File: src/rtl/fns_dec_seq.sv
// fns_dec_seq -- sequential Fibonacci-number-system (FNS) decoder.
//
// A masked codeword (codein & en_flag) is accepted in IDLE, then walked one
// bit per RUN cycle, LSB first. Bit i carries weight F(i), where
// F(0)=F(1)=1 and F(i)=F(i-1)+F(i-2). The weights are produced on the fly
// by two weight registers. The result is presented in DONE under a
// valid/ready handshake.
//
// Parameters
//   CODE_W    codeword width (3..32)
//   DATA_W    decoded output width (2..32)
//   CHECK_ADJ 1: flag adjacent ones in the masked code, 0: err tied low
//
// Ports
//   clk       rising-edge clock
//   rst       synchronous active-high reset
//   in_valid  codein/en_flag valid
//   in_ready  block accepts a codeword (IDLE only)
//   codein    FNS codeword
//   en_flag   per-bit enable mask
//   out_valid dataout/ovf/err valid (DONE only)
//   out_ready consumer accepts the result
//   dataout   decoded value modulo 2^DATA_W
//   ovf       exact sum >= 2^DATA_W
//   err       masked codeword has two adjacent ones
module fns_dec_seq #(
  parameter int CODE_W    = 9,
  parameter int DATA_W    = 7,
  parameter int CHECK_ADJ = 1
) (
  input  logic              clk,
  input  logic              rst,
  input  logic              in_valid,
  output logic              in_ready,
  input  logic [CODE_W-1:0] codein,
  input  logic [CODE_W-1:0] en_flag,
  output logic              out_valid,
  input  logic              out_ready,
  output logic [DATA_W-1:0] dataout,
  output logic              ovf,
  output logic              err
);

  // The "next" weight register reaches F(n+1) after the last RUN cycle.
  // Size both weight registers for that value so no weight is ever truncated.
  function automatic int fib_bits(input int n);
    longint a;
    longint b;
    longint t;
    a = 64'd1;
    b = 64'd1;
    for (int i = 0; i < n; i++) begin
      t = a + b;
      a = b;
      b = t;
    end
    return $clog2(b + 64'd1);
  endfunction

  localparam int WT_W  = fib_bits(CODE_W);
  localparam int SUM_W = ((WT_W > DATA_W) ? WT_W : DATA_W) + 1;
  localparam int CNT_W = $clog2(CODE_W + 1);

  typedef enum logic [1:0] {
    S_IDLE = 2'd0,
    S_RUN  = 2'd1,
    S_DONE = 2'd2
  } state_t;

  state_t             r_state;
  state_t             w_state_nxt;
  logic               w_accept;
  logic               w_step;
  logic               r_in_ready;
  logic               r_out_valid;
  logic [CODE_W-1:0]  r_sh;
  logic [DATA_W:0]    r_acc;
  logic [WT_W-1:0]    r_wt_cur;
  logic [WT_W-1:0]    r_wt_nxt;
  logic [CNT_W-1:0]   r_cnt;
  logic               r_prev;
  logic               r_ovf;
  logic               r_err;
  logic [SUM_W-1:0]   w_sum;

  // Exact sum of the accumulator and the current weight. Any bit at or
  // above DATA_W means the true value has left the DATA_W-bit range.
  assign w_sum = SUM_W'(r_acc) + SUM_W'(r_wt_cur);

  // State register; in_ready/out_valid are registered from the next state.
  always_ff @(posedge clk) begin
    if (rst) begin
      r_state     <= S_IDLE;
      r_in_ready  <= 1'b1;
      r_out_valid <= 1'b0;
    end else begin
      r_state     <= w_state_nxt;
      r_in_ready  <= (w_state_nxt == S_IDLE);
      r_out_valid <= (w_state_nxt == S_DONE);
    end
  end

  // Next-state decode and datapath strobes.
  always_comb begin
    w_state_nxt = r_state;
    w_accept    = 1'b0;
    w_step      = 1'b0;
    case (r_state)
      S_IDLE: begin
        if (in_valid) begin
          w_accept    = 1'b1;
          w_state_nxt = S_RUN;
        end else begin
          w_state_nxt = S_IDLE;
        end
      end
      S_RUN: begin
        w_step = 1'b1;
        if (r_cnt == CNT_W'(CODE_W - 1)) begin
          w_state_nxt = S_DONE;
        end else begin
          w_state_nxt = S_RUN;
        end
      end
      S_DONE: begin
        // Leaving DONE lands in IDLE; acceptance can only happen from IDLE,
        // so a codeword is never taken on the same edge as the result.
        if (out_ready) begin
          w_state_nxt = S_IDLE;
        end else begin
          w_state_nxt = S_DONE;
        end
      end
      default: begin
        w_state_nxt = S_IDLE;
      end
    endcase
  end

  // Datapath: capture on accept, one bit per RUN cycle, hold otherwise.
  always_ff @(posedge clk) begin
    if (rst) begin
      r_sh     <= '0;
      r_acc    <= '0;
      r_wt_cur <= WT_W'(1);
      r_wt_nxt <= WT_W'(1);
      r_cnt    <= '0;
      r_prev   <= 1'b0;
      r_ovf    <= 1'b0;
      r_err    <= 1'b0;
    end else if (w_accept) begin
      r_sh     <= codein & en_flag;
      r_acc    <= '0;
      r_wt_cur <= WT_W'(1);
      r_wt_nxt <= WT_W'(1);
      r_cnt    <= '0;
      r_prev   <= 1'b0;
      r_ovf    <= 1'b0;
      r_err    <= 1'b0;
    end else if (w_step) begin
      if (r_sh[0]) begin
        r_acc <= w_sum[DATA_W:0];
        if (w_sum[SUM_W-1:DATA_W] != '0) begin
          r_ovf <= 1'b1;
        end
      end
      if ((CHECK_ADJ != 0) && r_sh[0] && r_prev) begin
        r_err <= 1'b1;
      end
      r_prev   <= r_sh[0];
      r_sh     <= {1'b0, r_sh[CODE_W-1:1]};
      r_wt_cur <= r_wt_nxt;
      r_wt_nxt <= r_wt_cur + r_wt_nxt;
      r_cnt    <= r_cnt + CNT_W'(1);
    end
  end

  assign in_ready  = r_in_ready;
  assign out_valid = r_out_valid;
  assign dataout   = r_acc[DATA_W-1:0];
  assign ovf       = r_ovf;
  assign err       = (CHECK_ADJ != 0) ? r_err : 1'b0;

endmodule

File: config.mk
export PLATFORM = sky130hd
export DESIGN_NAME = fns_dec_seq
export DESIGN_NICKNAME = d
export VERILOG_FILES = /design/src/rtl/fns_dec_seq.sv
export SDC_FILE = /design/constraint.sdc
export NUM_CORES = 1
export LEC_CHECK = 0
export CAP_MARGIN = 0
export CORE_ASPECT_RATIO = 0.9
export CORE_MARGIN = 1.5
export CORE_UTILIZATION = 55
export DETAILED_ROUTE_END_ITERATION = 8
export GPL_TIMING_DRIVEN = 0
export PLACE_DENSITY = 0.86
export SETUP_SLACK_MARGIN = 0.05
export SLEW_MARGIN = 20
export SYNTH_ARGS = -nofsm -noshare
export SYNTH_HDL_FRONTEND = slang
export SYNTH_SLANG_ARGS = --single-unit
File: constraint.sdc
create_clock -name clk -period 3.65 [get_ports clk]
set_clock_uncertainty 0.1 [all_clocks]
set_input_delay 0.73 -clock clk [delete_from_list [all_inputs] [get_ports clk]]
set_output_delay 0.73 -clock clk [all_outputs]
set_load 0.005 [all_outputs]
### Word-level counts from Yosys, hierarchy flattened

Cells that the tools add are included.

* $add $sub $neg: 3
* $mul: 0
* divide/modulo/power cells: 0
* $lt $le $gt $ge: 0
* eq/ne operators: 4
* shift-type cells: 0
* mux-type cells: 9
* bitwise operators: 1
* reduce and logical (&&, ||, !) cells: 8

Operator list (count)
* 9-bit two-way mux: 2
* 9-bit bitwise AND: 1
* 8-bit by 7-bit adder with 8-bit output: 1
* 7-bit adder: 1
* 2-bit one-hot mux with 3 select lines: 1
* 4-bit by 1-bit adder with 4-bit output (second input constant): 1
* 2-bit == test (second input constant): 2
* 4-bit == test (second input constant): 1
* 2-bit logical NOT: 2
* 1-bit two-way mux: 4
* 2-bit two-way mux: 2
* 2-bit AND reduction: 2
* 3-bit AND reduction: 1
* 2-bit by 1-bit == test with 1-bit output (second input constant): 1
* 2-bit nonzero test: 1
* 2-bit OR reduction: 1
* 1-bit logical AND: 1

* bits in registers: 42
* latch bits: 0
* bits in writable memories: 0
* ROM bits: 0
* input port bits: 22
* output and inout bits: 11
* logic and storage cells: 36
* memories: 0

### Longest topological paths before layout

Gate-level depths: netlist of the first run.

* depth after elaboration: 4
* gate-level depth with buffers: 8

### Worst setup path after synthesis of the first run

Ideal clock, no wire load.

* path kind: reg2reg
* start point: register r_wt_cur[0]
* end point: register r_acc[4]
* library setup time: 0.074 ns
* arrival time: 1.692 ns
* setup slack: 1.784 ns
* stages on the path, launching flop included: 9
* clock period less this slack: 1.866 ns
* cell sequence: dfxtp_1 > ha_1 > inv_1 > fa_1 > nor2b_1 > o21ai_0 > nor2b_1 > or3_1 > a31oi_1

* word-level cells in the longest chain between the ends: 1

Ends and longest elaborated chain
* start, declared: line 78 `logic [WT_W-1:0] r_wt_cur;`
* start signal, assigned: line 172 `r_wt_cur <= r_wt_nxt;`
* 8-bit by 7-bit adder with 8-bit output: line 88 `assign w_sum = SUM_W'(r_acc) + SUM_W'(r_wt_cur);`
* end signal, assigned: line 162 `r_acc <= w_sum[DATA_W:0];`
* end, declared: line 77 `logic [DATA_W:0] r_acc;`

Every way passes these cells.
A chain may end at the register's enable or synchronous reset.

### Worst setup path after layout of the first run

* start point: input port in_valid
* end point: register r_acc[5]

* word-level cells in the longest chain between the ends: 3

Ends and longest elaborated chain
* start, declared: line 33 `input logic in_valid,`
* 1-bit two-way mux: line 110 `if (in_valid) begin`
* 1-bit two-way mux: line 108 `case (r_state)`
* 2-bit OR reduction (no source line)

Every way passes these cells.

==> flow_metrics.tcl, run 1 <==
set metrics [dict create \
    yosys.cell_types.count 46 \
    worstRegToRegCells 8 \
    status "finished, final reports clean" \
    synth_top_family_by_area "simple AND/OR/NAND/NOR gates" \
    async_flop_share_pct 0 \
    max_slew_margin_pct 52.1 \
    drc 0 \
    path_cells "clkdlybuf4s50_1, nor3b_2, nor2_1, and3_1, a31oi_1, nand2_1" \
    r2r_setup_slack_ps 1520 \
    ys_ff_latch 42 \
    cap_violations 0 \
    ys_warn_count 0 \
    fp.dieW_um 69.8 \
    grt_pass1_vias 1848 \
    finalSetupViolCount 0 \
    cp_slowest_stage_delay_ps 470 \
    reg2reg_to "r_acc[4]" \
    synth_mux_area_share_pct 0.907 \
    start_util_pct 58.3 \
    synth_edf_count 0 \
    final_layout_size_suffix_gt1_share_pct 8.94 \
    drt-initial-drc-count 70 \
    layout_common_cells "nand2_1, dfxtp_1, a21oi_1, clkdlybuf4s50_1, nor2_1" \
    startpoint_type "input port" \
    slew_viol_final 0 \
    synth-compound-area-share_pct 18.7 \
    globalplace.congestion 0.814 \
    synth_area_leader_cell "dfxtp_1" \
    clk_pin_slew_worst_paths_ps 80 \
    yosysSeqAreaShare_pct 38.1 \
    antenna_found_initial 0 \
    timing.final.crit_share_pct 60.8 \
    grt_setup_unrepaired "false" \
    tightestPinTransition_ps 715 \
    cts_htree_levels 2 \
    cts_made_buffers 5 \
    dr.pass1.iters 4 \
    fillers 319 \
    yosys.area_share.simple_pct 23.4 \
    critPathMaxFanout 10 \
    synth-xor-area-share_pct 1.98 \
    synth_fa_ha_area_share_pct 10.3 \
    area_delta_synth_final_pct 22.1 \
    cts_hold_buf 0 \
    port_buffers 32 \
    ff_latch_area_um2 841 \
    slowest_stage "clkdlybuf4s50_1" \
    syn_nets 301 \
    crit_path_end_kind "register" \
    ir_drop_v 0.000256 \
    cts_resized 0 \
    critPathKind "input port to register" \
    fin_crit_ps 2220 \
    clock.fmax_mhz 450 \
    nNetsFinal 340 \
    clock_sinks 42 \
    clock_path_buffers 2 \
    multi_input_area_mm2 0.00122 \
    die_area_mm2 0.00440 \
    syn_area_per_cell_um2 8.42 \
    synthCells 262 \
    avgRoutedWirePerCell_um 14.1 \
    grt_max_degree 14 \
    p_per_area_mw_per_mm2 348 \
    grt_pass1_wl_mm 8.16 \
    clk_latency_ps 290 \
    vias_per_cell 5.63 \
    hold_depth 2 \
    layoutNonFillerInstCount 348 \
    min_to "r_sh[7]" \
    place_inst 340 \
    clock_tree.root_cell "clkbuf_8" \
    p_leak_nw 0.998 \
    dp_hpwl_mm 3.62 \
    via_count 1960 \
    synth_area_leaders "dfxtp_1, ha_1, a21oi_1" \
    tritoncts "yes" \
    critPathRequiredTime_ps 3730 \
    ant_nets 0 \
    fp-row-count 21 \
    postLayoutCoreUtil_pct 71.2 \
    wirelength_mm 4.90 \
    design.core.area_mm2 0.00378 \
    cts_setup_buffers 0 \
    diodes 0 \
    hold_violations 0 \
    pin_count 33 \
    worstHoldPathType "register to register" \
    min_from "r_sh[7]" \
    die_h_um 63.1 \
    synth_top_area_share_pct 38.1 \
    grtUsageTotal_pct 23.0 \
    synth_area_mm2 0.00221 \
    synthFlopType "dfxtp_1" \
    setup-tns-final_ps 0 \
    crit_arrival_ps 2300 \
    grt_overflow 0 \
    r2r_start "r_acc[0]" \
]
## state kept, by name (all words and copies together) (netlist names)
signal     cells
r_sh           9
r_acc          8
r_wt_cur       7
r_wt_nxt       7
r_cnt          4
r_state        2
err            1
in_ready       1
out_valid      1
ovf            1
r_prev         1
## power breakdown
group          switching [mW]  internal, mW
sequential            0.00843         0.468
clock                   0.155         0.204
combinational          0.0569        0.0458
total                   0.221         0.718
## cell usage after synthesis, types with 3 or more instances
cell type   n
a211oi_1    4
a21oi_1    36
a32oi_1     8
buf_2       6
buf_4       7
clkbuf_1    4
dfxtp_1    42
ha_1       15
inv_1       9
nand2_1    42
nand3_1    12
nor2_1     16
nor2b_1     4
nor3_1      4
o21ai_0     7
xor2_1      3
## final cells by class
class	instances	share of cell area [%]
Tap cell	46	2.14
Sequential cell	42	31.2
Timing Repair Buffer	32	11.9
Multi-Input combinational cell	192	45.3
Clock inverter	2	1.39
Inverter	9	1.25
Buffer	19	4.18
Clock buffer	6	2.69
## logic make-up (layout without fill, tap and decap cells)
kind of cell,count (synthesis),after routing
flops,42,42
buf+inv,28,68
compound gates,66,66
fa+ha+maj,17,17
mux,2,2
xor+xnor,5,5
simple gates,102,102
## layer usage
| metal | vias up | global-route usage (%) | part of all wire [%] |
|---|---|---|---|
| met1 | 928 | 29.4 | 48 |
| met5 | - | 0 | 0 |
| li1 | 994 | - | - |
| met2 | 36 | 39.8 | 48 |
| met3 | 2 | 4.32 | 3.5 |
| met4 | 0 | 6.49 | 0.45 |
## through the flow
stage | hold slack, ps | cell area (µm²) | power (mW) | setup slack, ps
final | 364 | 2700 | 0.939 | 1430
after global routing | 383 | 2700 | 0.979 | 1340
after CTS | 364 | 2700 | 0.949 | 1460
after detailed placement | 352 | 2580 | 0.589 | 1200
after global placement | 344 | 2580 | 0.586 | 1240
after floorplan | 336 | 2210 | 0.542 | 1780
## critical path: cells and delay by family
family / cells / cell delay, ps
AO/OA/AOI/OAI: 1 / 210
buffers and inverters: 1 / 470
AND/OR/NAND/NOR: 4 / 900
## worst max path at each step
stage / depth (start not counted) / start / to / slack, ps
6_report: 6 / in_valid / r_acc[5] / 1430
3_5_place_dp: 6 / in_valid / r_acc[5] / 1200
4_1_cts: 6 / in_valid / r_acc[5] / 1460
5_1_grt: 6 / in_valid / r_acc[5] / 1340
2_1_floorplan: 8 / r_wt_cur[0] / r_acc[4] / 1780
3_3_place_gp: 6 / in_valid / r_acc[5] / 1240
Power figures use the tool's default switching activity.
==> run 2, diff against run 1 <==
--- a/config.mk
+++ b/config.mk
@@ -8,10 +8,10 @@
 export CAP_MARGIN = 0
 export CORE_ASPECT_RATIO = 0.9
 export CORE_MARGIN = 1.5
-export CORE_UTILIZATION = 55
+export CORE_UTILIZATION = 54
 export DETAILED_ROUTE_END_ITERATION = 8
 export GPL_TIMING_DRIVEN = 0
-export PLACE_DENSITY = 0.86
+export PLACE_DENSITY = 0.85
 export SETUP_SLACK_MARGIN = 0.05
 export SLEW_MARGIN = 20
 export SYNTH_ARGS = -nofsm -noshare
==> constraint.sdc (replaced) <==
create_clock -name clk -period 2.1 [get_ports clk]
set_clock_uncertainty 0.1 [all_clocks]
set_input_delay 0.42 -clock clk [delete_from_list [all_inputs] [get_ports clk]]
set_output_delay 0.42 -clock clk [all_outputs]
set_load 0.005 [all_outputs]
==> flow_metrics.tcl, run 2 (same netlist as run 1, synthesis figures left out) <==
set metrics [dict create \
    status "finished, final reports clean" \
    layoutNonFillerInstCount 348 \
    startpoint_type "register" \
    cp_slowest_stage_delay_ps 400 \
    critPathRequiredTime_ps 2240 \
    reg.largest.list "r_sh (9), r_acc (8)" \
    port_buffers 32 \
    p_leak_nw 1.00 \
    clock_tree.root_cell "clkbuf_8" \
    drc 0 \
    swShare_pct 25.5 \
    cts_made_buffers 5 \
    clk_latency_ps 300 \
    p_int_mw 1.16 \
    path_cells "ha_1, inv_1, fa_1, nor2b_2, o21ai_1, nor2b_1, or3_1, a31oi_1" \
    crit_path_end_kind "register" \
    r2r_start "r_wt_cur[0]" \
    p_total_mw 1.56 \
    timing.final.crit_share_pct 94.4 \
    tritoncts "yes" \
    reg2reg_to "r_acc[4]" \
    clock.fmax_mhz 504 \
    postLayoutCoreUtil_pct 70.7 \
    pin_count 33 \
    tightestPinTransition_ps 667 \
    crit_start "r_wt_cur[0]" \
    holdWs_ps 363 \
    comb_power_share_pct 11.5 \
    grt_pass1_vias 1906 \
    grtUsageTotal_pct 23.0 \
    grt_setup_unrepaired "true" \
    critPathKind "register to register" \
    slew_viol_final 0 \
    clock_sinks 42 \
    cts_setup_buffers 0 \
    diodes 0 \
    die_h_um 63.7 \
    dp_hpwl_mm 3.60 \
    fp.dieW_um 70.4 \
    cap_violations 0 \
    wirelength_mm 4.89 \
    p_sw_mw 0.396 \
    grt_max_degree 13 \
    endpoint "r_acc[4]" \
    layout_common_cells "nand2_1, dfxtp_1, a21oi_1, clkdlybuf4s50_1, nor2_1" \
    grt_overflow 0 \
    grt_pass1_wl_mm 8.23 \
    design.core.area_mm2 0.00381 \
    fillers 305 \
    r2r_setup_slack_ps 120 \
    power.share.sequential_pct 53.2 \
    avgRoutedWirePerCell_um 14.1 \
    hold_violations 0 \
    clock_path_buffers 2 \
    nNetsFinal 340 \
    finalSetupViolCount 0 \
    critPathMaxFanout 3 \
    globalplace.congestion 0.823 \
    die_area_mm2 0.00448 \
    cts_hold_buf 0 \
    max_slew_margin_pct 55.4 \
    dr.pass1.iters 4 \
    fp-row-count 21 \
    ir_drop_v 0.000461 \
    layout_commonest_cell "nand2_1" \
    slowest_stage "fa_1" \
    final_layout_size_suffix_gt1_share_pct 10.6 \
    regMostFlops "r_sh" \
    drt-initial-drc-count 102 \
    start_util_pct 57.9 \
    ff_latch_area_um2 843 \
    place_inst 340 \
    setup-tns-final_ps 0 \
    cts_htree_levels 2 \
    fin_crit_ps 1980 \
    crit_arrival_ps 2120 \
    area_delta_synth_final_pct 22.0 \
    worstRegToRegCells 8 \
    clk_pin_slew_worst_paths_ps 80 \
    ant_nets 0 \
    largest_reg_flops 9 \
    multi_input_area_mm2 0.00123 \
    via_count 1957 \
    vias_per_cell 5.62 \
    p_per_area_mw_per_mm2 578 \
    power.share.clock_pct 35.3 \
    antenna_found_initial 0 \
    worstHoldPathType "register to register" \
]
## run 2: cell types whose count changed in the layout (fill, tap and decap cells not counted)
cell        previous run  this run
nand2b_4               0         1
bufinv_16              1         0
nand2b_1               2         1
clkbuf_8               5         6
nor2b_1                4         3
dfxtp_2                0         2
nor2b_2                1         2
dfxtp_1               42        40
a21oi_1               36        35
o21ai_1                1         2
a21oi_2                0         1
clkinv_2               0         1
clkinvlp_4             1         0
o21ai_0                7         6
## run 2: power groups by stage
| stage | combinational, mW | clock, mW | sequential, mW |
|---|---|---|---|
| global route | 0.196 | 0.589 | 0.831 |
| global placement | 0.172 | 0 | 0.846 |
| CTS | 0.178 | 0.554 | 0.828 |
| detailed placement | 0.176 | 0 | 0.846 |
| finish | 0.179 | 0.550 | 0.828 |
| floorplan | 0.0989 | 0 | 0.843 |
## run 2: worst min-delay path by stage
stage	cells past startpoint	slack (ps)	startpoint	to
4_1_cts	2	360	r_sh[5]	r_sh[5]
5_1_grt	2	380	r_sh[1]	r_sh[1]
2_1_floorplan	2	340	r_sh[1]	r_sh[1]
3_3_place_gp	2	340	r_sh[5]	r_sh[5]
3_5_place_dp	2	350	r_sh[5]	r_sh[5]
6_report	2	360	r_sh[5]	r_sh[5]
## run 2: metal layers
layer	vias up	share of wire, %	GRT usage (%)
li1	998	-	-
met1	917	47	28.8
met2	37	48	38.7
met3	5	4.8	4.48
met4	0	0.94	9.13
met5	-	0	0
## run 2: cell type report
cell class	instances	share of cell area, %
multi-input combinational	192	45.8
timing repair buffer	32	11.9
clock buffer	7	3.21
clock inverter	1	0.186
sequential	42	31.3
tap	46	2.14
inverter	9	1.25
buffer	19	4.18
## run 2: repair_timing
item	CTS	global route
endpoints found under the setup margin	1	3
endpoints found under the hold margin	0	0
pin swaps	0	0
gates resized for setup	2	4
## run 2: critical path, delay by kind of cell (launching register included)
kind	cells	cell delay (ps)
adder cells (fa/ha/maj)	2	560
buffers and inverters	1	50
AO/OA/AOI/OAI	2	240
flip-flops	1	350
AND/OR/NAND/NOR	3	610
## run 2: through the flow
stage	setup slack, ps	area, µm²
floorplan	234	2210
global placement	7.27	2580
detailed placement	-54.1	2580
CTS	68.6	2680
global route	32.8	2690
finish	117	2690
==> run 3, diff against run 2 <==
==> constraint.sdc (replaced) <==
create_clock -name clk -period 2.1 [get_ports clk]
set_clock_uncertainty 0.1 [all_clocks]
set_input_delay 0.21 -clock clk [delete_from_list [all_inputs] [get_ports clk]]
set_output_delay 0.21 -clock clk [all_outputs]
set_load 0.005 [all_outputs]
==> results of run 3 <==
No change in the layout: final DEF, timing and power equal those of run 2.
Among the figures that moved: setup slack after placement -54.1 ps -> 35.5 ps
